<file path="config.mk">
export PLATFORM = sky130hd
export DESIGN_NAME = seg_scan_driver
export DESIGN_NICKNAME = d
export VERILOG_FILES = /design/src/rtl/seg_scan_driver.sv
export SDC_FILE = /design/constraint.sdc
export NUM_CORES = 1
export LEC_CHECK = 0
export CAP_MARGIN = 15
export CORE_UTILIZATION = 54
export DETAILED_ROUTE_END_ITERATION = 16
export DONT_BUFFER_PORTS = 1
export PLACE_DENSITY_LB_ADDON = 0.08
export REMOVE_ABC_BUFFERS = 1
export SLEW_MARGIN = 20
export SYNTH_ARGS = -nofsm -noshare
export SYNTH_HDL_FRONTEND = slang
export SYNTH_SLANG_ARGS = --single-unit
</file>
<file path="constraint.sdc">
create_clock -name Clk -period 8.28 [get_ports Clk]
set_input_delay 2.484 -clock Clk [delete_from_list [all_inputs] [get_ports Clk]]
set_output_delay 2.484 -clock Clk [all_outputs]
set_load 0.03 [all_outputs]
</file>
<file path="src/rtl/seg_scan_driver.sv">
// Eight-digit multiplexed common-anode seven-segment scanner with per-frame data capture.
// Registered SEL/SEG advance one digit per scan tick; frame data and blink mask latch at each frame start.
module seg_scan_driver #(
  parameter int CLK_FREQ    = 50_000_000,
  parameter int SCAN_FREQ   = 1000,
  parameter int BLINK_TICKS = 500
) (
  input  logic        Clk,
  input  logic        Reset,
  input  logic [31:0] Data,
  input  logic [7:0]  Blink_mask,
  output logic [7:0]  SEL,
  output logic [7:0]  SEG
);

  localparam int DIV = CLK_FREQ / SCAN_FREQ;
  localparam int CW  = (DIV > 1) ? $clog2(DIV) : 1;
  localparam int BW  = (BLINK_TICKS > 1) ? $clog2(BLINK_TICKS) : 1;
  localparam logic [CW-1:0] DIV_LAST   = CW'(DIV - 1);
  localparam logic [BW-1:0] BLINK_LAST = BW'(BLINK_TICKS - 1);

  logic [CW-1:0] presc_cnt;
  logic [2:0]    idx;
  logic [31:0]   frame_buf;
  logic [7:0]    mask_buf;
  logic [BW-1:0] blink_cnt;
  logic          phase;

  logic          tick;
  logic          frame_start;
  logic          blink_wrap;
  logic [2:0]    idx_nxt;
  logic [31:0]   frame_nxt;
  logic [7:0]    mask_nxt;
  logic          phase_nxt;
  logic [3:0]    nib;
  logic          dark;
  logic [7:0]    sel_nxt;
  logic [7:0]    seg_nxt;

  function automatic logic [7:0] decode(input logic [3:0] v);
    logic [7:0] s;
    case (v)
      4'h0:    s = 8'hC0;
      4'h1:    s = 8'hF9;
      4'h2:    s = 8'hA4;
      4'h3:    s = 8'hB0;
      4'h4:    s = 8'h99;
      4'h5:    s = 8'h92;
      4'h6:    s = 8'h82;
      4'h7:    s = 8'hF8;
      4'h8:    s = 8'h80;
      4'h9:    s = 8'h90;
      4'hA:    s = 8'hBF;
      default: s = 8'hFF;
    endcase
    return s;
  endfunction

  assign tick        = (presc_cnt == DIV_LAST);
  assign frame_start = (idx == 3'd7);
  assign blink_wrap  = (blink_cnt == BLINK_LAST);

  // Outputs are computed from the post-tick view so the new digit uses the frame
  // and blink phase that become current on this same edge.
  always_comb begin
    idx_nxt   = frame_start ? 3'd0 : idx + 3'd1;
    frame_nxt = frame_start ? Data : frame_buf;
    mask_nxt  = frame_start ? Blink_mask : mask_buf;
    phase_nxt = blink_wrap ? ~phase : phase;
    nib       = frame_nxt[{idx_nxt, 2'b00} +: 4];
    dark      = mask_nxt[idx_nxt] & phase_nxt;
    sel_nxt   = 8'hFF;
    seg_nxt   = 8'hFF;
    if (!dark) begin
      sel_nxt = ~(8'h01 << idx_nxt);
      seg_nxt = decode(nib);
    end
  end

  always_ff @(posedge Clk or posedge Reset) begin
    if (Reset) begin
      presc_cnt <= '0;
      idx       <= 3'd7;
      frame_buf <= '0;
      mask_buf  <= '0;
      blink_cnt <= '0;
      phase     <= 1'b0;
      SEL       <= 8'hFF;
      SEG       <= 8'hFF;
    end else begin
      presc_cnt <= tick ? '0 : presc_cnt + 1'b1;
      if (tick) begin
        idx       <= idx_nxt;
        frame_buf <= frame_nxt;
        mask_buf  <= mask_nxt;
        blink_cnt <= blink_wrap ? '0 : blink_cnt + 1'b1;
        phase     <= phase_nxt;
        SEL       <= sel_nxt;
        SEG       <= seg_nxt;
      end
    end
  end

endmodule
</file>
==> results by group, run 1 <==
Detailed routing
  – Drt drc: 0
  – Vias: 2526
  – Final WL: 7450 µm
  – DR WL/cell: between 15 and 20 µm
  – First-pass detailed-route iteration total: 4
  – Routed vias/inst: 5.54
  – Antenna viol nets, final: 0
  – Initial drt markers: 64

Global routing
  – Initial antenna violation count: 0
  – Pin count of the biggest net entering global routing: 44
  – Aggregate global routing overflow: 0
  – Vias in the first global route: 2632
  – GR Util All Layers: 20.1%
  – First-pass GRT wire length: 12700 µm

Timing
  – Post-route clock skew: 0.0104 ns
  – Slew Limit Fails: 0
  – Unrepaired setup endpoints after global routing: false
  – Worst Max-Slew Pin Slew: 0.944 ns
  – Fmax: roughly 260 MHz
  – Hold Slack: 0.468 ns
  – Final setup fails: 0
  – Part of the cycle the worst path needs: 46.8%
  – Setup TNS: 0 ns
  – Slew margin rel.: 36.9%
  – Period minus WS final: between 3 and 4 ns
  – Final Hold Viols: 0

Worst setup path
  – Critical Path RT: 8.55 ns
  – CP Class: input pin to flop
  – WP data arrival: about 4.2 ns
  – Crit path launch type: input pin
  – Crit end category: flop
  – CP max FO: 5

Cells and area
  – Footprint of the multi-input gates: 2030 µm²
  – Layout Nets: 404
  – # diodes: 0
  – Area Overhead vs Synth: 5.26%
  – Sequential cell area: roughly 2100 µm²
  – Layout cell share with drive strength beyond 1: 27.1%
  – Fillers: 690
  – Design Area, Final: 4510 µm²
  – Layout Utilization: just under 60%

CTS
  – CTS tree: yes
  – Post-CTS Resized: 0
  – Num CTS Buffers: 9
  – Worst-skew pair later-pin latency: 0.35 ns
  – Max Buffers Root-to-Sink: 2
  – Cts hold-fix bufs: 0
  – Clock slew at reported path FFs: 0.07 ns
  – Sink Count: 84
  – Setup Buffers After CTS: 0
  – Clock root buffer: clkbuf_8
  – CTS H-tree lvls: 3

Die
  – Initial core utilization: 55.7%
  – Die Area: 8290 µm²
  – Ports: 58
  – Core outline area: 7690 µm²
  – Die width: roughly 91 µm
  – Row cnt: 32
  – DIE HEIGHT: 91.1 µm

Placed design
  – PortBufs: 0
  – Dpl hpwl: 5000 µm
  – GPL Wtd Cong: 0.750
  – Dpl cell area: 4330 µm²

Min path
  – Hold WC Path Type: flop to flop

Power and ir drop
  – Total power: 0.000735 W
  – P_leak: 1.83 nW
  – P per Cell Area: 163 nW/µm²
  – Peak VDD IR: 0.0743 mV

Synthesis
  – Mean post-synth cell area: 12.0 µm²
  – Synth top area share: 38.6%
  – Syn Inst Count: 356
  – Sequential area share after synthesis: 49.6%
  – Synth Flop Type: dfrtp_1
  – Yosys reg bits: 84
  – Syn Std Cell Area: between 4000 and 5000 µm²
  – Distinct cell type count after synthesis: 44
  – Synth top area cells: dfrtp_1, mux2_2, dfstp_2
  – Top cell type by total area after synthesis: dfrtp_1
  – Synth Warn #: 0
  – Post-synth EDFFs: 0
  – FFs w/ async S/R, synth: 100%

Status
  – Run status: completed

Flow run
  – Max_cap viols: 0
[kinds of logic after synthesis]
| group | synth area share, % |
|---|---|
| and+or+nand+nor | 10.7 |
| DFF | 49.6 |
| muxes | 23.9 |
| AOI/OAI and AO/OA | 5.46 |
| buffers and inverters | 3.04 |
| xor gates and xnor gates | 3.48 |
| adders and majority gates | 3.80 |
| other | 0.0876 |
[worst max-delay path, cell delays in order]
cell,delay [ns]
mux4_2,0.45
mux2i_1,0.43
inv_1,0.13
ha_1,0.22
mux2_1,0.30
nand2_1,0.07
a21oi_1,0.06
[power by group]
part | switching [W] | total (W) | internal [W] | leakage [nW]
Sequential | 0.00000430 | 0.000425 | 0.000420 | 1.00
Combinational | 0.0000182 | 0.0000357 | 0.0000175 | 0.736
Clock | 0.000135 | 0.000274 | 0.000139 | 0.0914
[routing by layer]
| layer | up-vias | wire [µm] | global-route usage [%] | part of all wire [%] |
|---|---|---|---|---|
| met5 | - | 0 | 0 | 0 |
| met1 | 1238 | 3470 | 26.3 | 47 |
| met2 | 43 | 3400 | 30.9 | 46 |
| met4 | 0 | 123 | 8.99 | 1.7 |
| li1 | 1234 | - | - | - |
| met3 | 11 | 454 | 5.95 | 6.1 |
[layout by cell type (no fill, tap or decap), types with 11 or more instances in the layout]
| master | Yosys | final |
|---|---|---|
| a21oi_1 | 18 | 18 |
| mux2_2 | 45 | 45 |
| dfstp_2 | 18 | 18 |
| mux2_1 | 15 | 15 |
| nor2_1 | 33 | 33 |
| dfrtp_1 | 66 | 66 |
| mux4_2 | 11 | 11 |
| o21ai_0 | 12 | 12 |
| ha_1 | 13 | 13 |
| nand2_1 | 27 | 26 |
[cell type report]
type / count / share of cell area, %
clock buffers: 13 / 3.08
clock inverters: 3 / 0.888
inverters: 8 / 0.694
multi-input cells: 244 / 45.0
flip-flops and latches: 84 / 47.1
well taps: 102 / 2.83
repair buffers: 2 / 0.333
[cell usage after synthesis, types with 10 or more instances]
cell / instances
dfstp_2: 18
nand2_1: 27
mux4_2: 11
nor2_1: 33
dfrtp_1: 66
clkbuf_1: 10
mux2_1: 15
ha_1: 13
mux2_2: 45
o21ai_0: 12
a21oi_1: 18
xnor2_1: 10
[through the flow]
stage | cells | worst slack, ns
final | 456 | 4.41
after global placement | 440 | 4.07
after detailed placement | 440 | 4.05
after CTS | 456 | 4.35
after floorplan | 336 | 3.66
after global routing | 456 | 4.12
[final timing paths]
kind                                end      from  cells past startpoint  slack [ns]
max                              SEG[3]  Data[24]                      7        4.41
min                              idx[2]    idx[2]                      2        0.47
max reg2reg                      SEG[3]    idx[0]                      9        4.45
min reg2reg                      idx[2]    idx[2]                      2        0.47
max in group asynchronous        SEL[2]     Reset                      2        5.19
min in group asynchronous  presc_cnt[4]     Reset                      1        2.11
[sequential cells by signal, summed over array words and instances (netlist names)]
signal / flops
blink_cnt: 9
mask_buf: 8
phase: 1
idx: 3
frame_buf: 32
SEG: 7
presc_cnt: 16
SEL: 8
No activity file was read; power rests on OpenSTA's default activity.
==> run 2, diff against run 1 <==
clock period = 3.5 ns   (was 8.28 ns; I/O delays follow)
==> results by group, run 2 (same netlist as run 1, synthesis figures left out) <==
Status
  – Run status: completed (unchanged)

Timing
  – Period minus WS final: 2.94 ns
  – Hold Slack: 0.472 ns (was 0.468 ns)
  – Setup TNS: 0 ns (unchanged)
  – Post-route clock skew: 0.00562 ns (was 0.0104 ns)
  – Fmax: 340 MHz
  – Slew margin rel.: 47.8% (was 36.9%)
  – Slew Limit Fails: 0 (unchanged)
  – Final Hold Viols: 0 (unchanged)
  – Worst Max-Slew Pin Slew: 0.783 ns (was 0.944 ns)
  – Final setup fails: 0 (unchanged)
  – Part of the cycle the worst path needs: 84.0%
  – Unrepaired setup endpoints after global routing: false (unchanged)

Cells and area
  – Footprint of the multi-input gates: 2030 µm² (unchanged)
  – Area Overhead vs Synth: 7.19% (was 5.26%)
  – Fillers: 662 (was 690)
  – Layout cell share with drive strength beyond 1: 28.9% (was 27.1%)
  – Sequential cell area: 2120 µm² (unchanged)
  – Highest-count cells in the layout ignoring fill and taps: dfrtp_1, mux2_2, nor2_1 (unchanged)
  – Number of flip-flops in the largest register: 32 (unchanged)
  – Commonest non-fill, non-tap cell in the layout: dfrtp_1 (unchanged)
  – Final std cells w/o fill: 462 (was 456)
  – Top reg by flops: frame_buf (unchanged)
  – Largest registers: frame_buf x32, presc_cnt x16, blink_cnt x9 (unchanged)
  – Layout Nets: 410 (was 404)
  – Design Area, Final: 4590 µm² (was 4510 µm²)
  – # diodes: 0 (unchanged)

Die
  – Initial core utilization: 55.7% (unchanged)
  – DIE HEIGHT: 91.1 µm (unchanged)
  – Row cnt: 32 (unchanged)
  – Die Area: 8290 µm² (unchanged)
  – Ports: 58 (unchanged)
  – Core outline area: 7690 µm² (unchanged)
  – Die width: 91.1 µm (unchanged)

Worst setup path
  – Crit end category: flop (unchanged)
  – CP Class: flop to flop (was input pin to flop)
  – CP peak stage delay: 0.53 ns (was 0.45 ns)
  – Crit path launch type: flop (was input pin)
  – Crit path top cell by count: ha_1
  – Worst-path cell chain: buf_4, ha_1, ha_1, buf_4, mux4_2, mux2i_1, inv_1, ha_1, mux2_1, nand2_1, a21oi_1 (was mux4_2, mux2i_1, inv_1, ha_1, mux2_1, nand2_1, a21oi_1)
  – Critical Path RT: 3.77 ns (was 8.55 ns)
  – CP max-delay cell: dfstp_2 (was mux4_2)
  – WP data arrival: 3.21 ns (was 4.15 ns)
  – CP max FO: 22 (was 5)

Power and ir drop
  – Peak VDD IR: 0.293 mV (was 0.0743 mV)
  – Clock share of power: 39.0% (was 37.3%)
  – Total power: 0.00179 W (was 0.000735 W)
  – P per Cell Area: 390 nW/µm² (was 163 nW/µm²)
  – Switching portion of total power: 21.5% (about the same)
  – Comb power frac: 4.8% (was 4.9%)
  – Register share of total power: 56.2% (was 57.8%)
  – P_leak: 1.87 nW (was 1.83 nW)
  – P_int: 0.00141 W (was 0.000577 W)
  – Psw: 0.000385 W (was 0.000158 W)

Detailed routing
  – First-pass detailed-route iteration total: 5 (was 4)
  – DR WL/cell: 16.7 µm (was 16.3 µm)
  – Vias: 2594 (was 2526)
  – Initial drt markers: 102 (was 64)
  – Routed vias/inst: 5.61 (was 5.54)
  – Antenna viol nets, final: 0 (unchanged)
  – Drt drc: 0 (unchanged)
  – Final WL: 7740 µm (was 7450 µm)

CTS
  – Clock root buffer: clkbuf_8 (unchanged)
  – Max Buffers Root-to-Sink: 2 (unchanged)
  – CTS tree: yes (unchanged)
  – Cts hold-fix bufs: 0 (unchanged)
  – CTS H-tree lvls: 3 (unchanged)
  – Setup Buffers After CTS: 0 (unchanged)
  – Num CTS Buffers: 9 (unchanged)
  – Post-CTS Resized: 0 (unchanged)
  – Sink Count: 84 (unchanged)
  – Worst-skew pair later-pin latency: 0.34 ns (was 0.35 ns)
  – Clock slew at reported path FFs: 0.08 ns (was 0.07 ns)

Global routing
  – Vias in the first global route: 2656 (was 2632)
  – Initial antenna violation count: 0 (unchanged)
  – Pin count of the biggest net entering global routing: 45 (was 44)
  – GR Util All Layers: 20.7% (was 20.1%)
  – Aggregate global routing overflow: 0 (unchanged)
  – First-pass GRT wire length: 13300 µm (was 12700 µm)

Placed design
  – PortBufs: 0 (unchanged)
  – Dpl hpwl: 5540 µm (was 5000 µm)
  – Dpl cell area: 4390 µm² (was 4330 µm²)
  – Placed Cells: 446 (was 440)
  – GPL Wtd Cong: 0.792 (was 0.750)

Min path
  – Hold WC Path Type: flop to flop (unchanged)

Flow run
  – Max_cap viols: 0 (unchanged)
-- run 2: cell count changes in the layout (fill, tap and decap cells not counted), sizes merged --
cell	change
clkinv	-2
buf	+6
clkinvlp	+2
-- run 2: path summary, 6_finish.rpt --
kind	startpoint	to	cells after the start	slack (ns)
max	idx[0]	SEG[0]	11	0.56
max reg2reg	idx[0]	SEG[0]	11	0.56
min in group asynchronous	Reset	presc_cnt[13]	1	0.71
min reg2reg	idx[2]	idx[2]	2	0.47
min	idx[2]	idx[2]	2	0.47
max in group asynchronous	Reset	SEL[2]	2	2.08
-- run 2: critical path: cells and delay by family (launching register included) --
kind            cells  cell delay, ns
simple gates        1            0.07
flops               1            0.53
compound gates      1            0.06
fa+ha+maj           3            0.60
mux                 3            1.01
buf+inv             3            0.58
-- run 2: power groups by stage --
stage,Combinational [W],Sequential (W),Clock [W]
2_1_floorplan,0.0000725,0.00102,0
3_3_place_gp,0.0000874,0.00102,0
3_5_place_dp,0.0000892,0.00102,0
4_1_cts,0.0000897,0.00101,0.000728
5_1_grt,0.0000985,0.00101,0.000756
6_report,0.0000869,0.00101,0.000699
-- run 2: per-layer routing --
| layer | vias up | GRT usage (%) | share of wire, % |
|---|---|---|---|
| met1 | 1286 | 28.2 | 47 |
| met3 | 9 | 5.28 | 5.4 |
| met5 | - | 0 | 0 |
| met2 | 47 | 31.1 | 46 |
| met4 | 0 | 9.79 | 1.8 |
| li1 | 1252 | - | - |
-- run 2: final cells by class --
| type | instances | area share, % |
|---|---|---|
| clock buffers | 13 | 3.46 |
| clock inverters | 3 | 0.981 |
| inverters | 8 | 0.681 |
| multi-input cells | 244 | 44.2 |
| flip-flops and latches | 84 | 46.3 |
| well taps | 102 | 2.78 |
| repair buffers | 8 | 1.58 |
-- run 2: metrics by stage --
stage,setup WS (ns),util [%]
after global routing,0.331,59.7
after detailed placement,0.547,57.1
after floorplan,0.258,-
after global placement,0.682,57.1
after CTS,0.529,59.7
final,0.560,59.7
==> run 3, diff against run 2 <==
clock period = 2.6 ns   (was 3.5 ns; I/O delays follow)
==> results by group, run 3 (same netlist as run 1, synthesis figures left out) <==
Timing
  – Part of the cycle the worst path needs: 98.9% (was 84.0%)
  – Setup TNS: 0 ns (unchanged)
  – Slew Limit Fails: 0 (unchanged)
  – Unrepaired setup endpoints after global routing: true (was false)
  – Post-route clock skew: 0.00981 ns (was 0.00562 ns)
  – Final setup fails: 0 (unchanged)
  – Period minus WS final: 2.57 ns (was 2.94 ns)
  – Slew margin rel.: 64.2% (was 47.8%)
  – Hold Slack: 0.302 ns (was 0.472 ns)
  – Fmax: 389 MHz (was 340 MHz)
  – Worst Max-Slew Pin Slew: 0.536 ns (was 0.783 ns)
  – Final Hold Viols: 0 (unchanged)

CTS
  – Num CTS Buffers: 9 (unchanged)
  – Clock root buffer: clkbuf_8 (unchanged)
  – Clock slew at reported path FFs: 0.08 ns (about the same)
  – Cts hold-fix bufs: 0 (unchanged)
  – CTS H-tree lvls: 3 (unchanged)
  – Max Buffers Root-to-Sink: 2 (unchanged)
  – Sink Count: 84 (unchanged)
  – CTS tree: yes (unchanged)
  – Worst-skew pair later-pin latency: 0.36 ns (was 0.34 ns)

Detailed routing
  – Antenna viol nets, final: 0 (unchanged)
  – First-pass detailed-route iteration total: 4 (was 5)
  – DR WL/cell: 17.1 µm (was 16.7 µm)
  – Vias: 2747 (was 2594)
  – Initial drt markers: 147 (was 102)
  – Routed vias/inst: 5.61 (about the same)
  – Drt drc: 0 (unchanged)
  – Final WL: 8380 µm (was 7740 µm)

Global routing
  – GR Util All Layers: 21.3% (was 20.7%)
  – Initial antenna violation count: 0 (unchanged)
  – First-pass GRT wire length: 13700 µm (was 13300 µm)
  – Vias in the first global route: 2824 (was 2656)
  – Pin count of the biggest net entering global routing: 31 (was 45)
  – Aggregate global routing overflow: 0 (unchanged)

Worst setup path
  – Crit path top cell by count: buf_4 (was ha_1)
  – Worst-path cell chain: inv_2, ha_4, buf_12, buf_4, mux4_2, mux2i_4, buf_4, xnor2_1, o22ai_1, a21oi_1 (was buf_4, ha_1, ha_1, buf_4, mux4_2, mux2i_1, inv_1, ha_1, mux2_1, nand2_1, a21oi_1)
  – WP data arrival: 2.86 ns (was 3.21 ns)
  – Reg-to-Reg Start: idx[0] (unchanged)
  – Crit path launch type: flop (unchanged)
  – CP max-delay cell: dfstp_2 (unchanged)
  – Worst r2r path cells: 10 (was 11)
  – CP max FO: 7 (was 22)
  – CP Class: flop to flop (unchanged)
  – R2r setup slk: 0.03 ns (was 0.56 ns)
  – Crit end category: flop (unchanged)
  – Critical Path RT: 2.89 ns (was 3.77 ns)
  – CP peak stage delay: 0.58 ns (was 0.53 ns)
  – RR Endpoint: SEG[6] (was SEG[0])

Cells and area
  – Design Area, Final: 4930 µm² (was 4590 µm²)
  – Area Overhead vs Synth: 15.2% (was 7.19%)
  – Layout Nets: 438 (was 410)
  – Sequential cell area: 2120 µm² (unchanged)
  – Largest registers: frame_buf x32, presc_cnt x16, blink_cnt x9 (unchanged)
  – Commonest non-fill, non-tap cell in the layout: dfrtp_1 (unchanged)
  – Number of flip-flops in the largest register: 32 (unchanged)
  – # diodes: 0 (unchanged)
  – Footprint of the multi-input gates: 2090 µm² (was 2030 µm²)
  – Layout Utilization: 64.2% (was 59.7%)
  – Fillers: 645 (was 662)
  – Highest-count cells in the layout ignoring fill and taps: dfrtp_1, mux2_2, nor2_1 (unchanged)
  – Layout cell share with drive strength beyond 1: 37.1% (was 28.9%)
  – Top reg by flops: frame_buf (unchanged)

Die
  – Row cnt: 32 (unchanged)
  – Initial core utilization: 55.7% (unchanged)
  – Core outline area: 7690 µm² (unchanged)
  – DIE HEIGHT: 91.1 µm (unchanged)
  – Die width: 91.1 µm (unchanged)
  – Die Area: 8290 µm² (unchanged)
  – Ports: 58 (unchanged)

Min path
  – Hold WC Path Type: input pin to asynchronous set/reset pin (was flop to flop)

Power and ir drop
  – P per Cell Area: 496 nW/µm² (was 390 nW/µm²)
  – P_leak: 2.03 nW (was 1.87 nW)
  – Peak VDD IR: 0.319 mV (was 0.293 mV)
  – Total power: 0.00245 W (was 0.00179 W)

Placed design
  – Dpl cell area: 4550 µm² (was 4390 µm²)
  – PortBufs: 0 (unchanged)
  – GPL Wtd Cong: 0.779 (was 0.792)
  – Dpl hpwl: 5780 µm (was 5540 µm)

Status
  – Run status: completed (unchanged)

Flow run
  – Max_cap viols: 0 (unchanged)
[run 3: cell count changes in the layout (fill, tap and decap cells not counted), sizes merged]
cell,previous run,this run
clkbuf,13,14
buf,8,35
[run 3: worst max-delay path: cells and delay by family (launching register included)]
family	cells	cell delay (ns)
mux	2	0.72
flops	1	0.58
buf+inv	4	0.52
compound gates	2	0.28
fa+ha+maj	1	0.27
xor+xnor	1	0.13
[run 3: worst max-delay path by stage]
stage / startpoint / to / slack, ns / depth (start not counted)
2_1_floorplan: idx[0] / SEG[3] / -0.64 / 9
3_3_place_gp: idx[0] / SEG[3] / -0.03 / 11
3_5_place_dp: idx[0] / SEG[4] / -0.07 / 10
4_1_cts: idx[0] / SEG[0] / 0.003 / 11
5_1_grt: idx[0] / SEG[4] / -0.09 / 10
6_report: idx[0] / SEG[6] / 0.03 / 10
[run 3: area by class of cell]
| cell class | count | share of cell area [%] |
|---|---|---|
| Clock inverter | 3 | 0.913 |
| Sequential cell | 84 | 43.1 |
| Timing Repair Buffer | 36 | 7.26 |
| Clock buffer | 13 | 3.22 |
| Tap cell | 102 | 2.59 |
| Multi-Input combinational cell | 244 | 42.3 |
| Inverter | 8 | 0.634 |
[run 3: timing repair]
item,4_1_cts,5_1_grt
resized for setup,2,14
endpoints found under the hold margin,0,0
gates cloned,0,1
endpoints found under the setup margin,6,7
pin swaps,0,5
buffers inserted,2,10
[run 3: stage by stage]
stage	worst slack, ns	instances
final	0.0298	490
after detailed placement	-0.0727	461
after global routing	-0.0885	490
after CTS	0.00304	479
after global placement	-0.0321	461
after floorplan	-0.642	336
[run 3: power by group]
part | switching [W] | internal [W] | total (W) | leakage (nW)
sequential | 0.0000142 | 0.00134 | 0.00135 | 1.00
clock | 0.000455 | 0.000497 | 0.000952 | 0.0959
combinational | 0.0000683 | 0.0000745 | 0.000143 | 0.934
[run 3: per-layer routing]
metal  GRT usage (%)  vias to the layer above  wire length [µm]
li1                -                     1305                 -
met1            27.4                     1370              3700
met2            34.0                       57              4050
met3            4.77                       15               416
met4            11.1                        0               208
met5               0                        -                 0
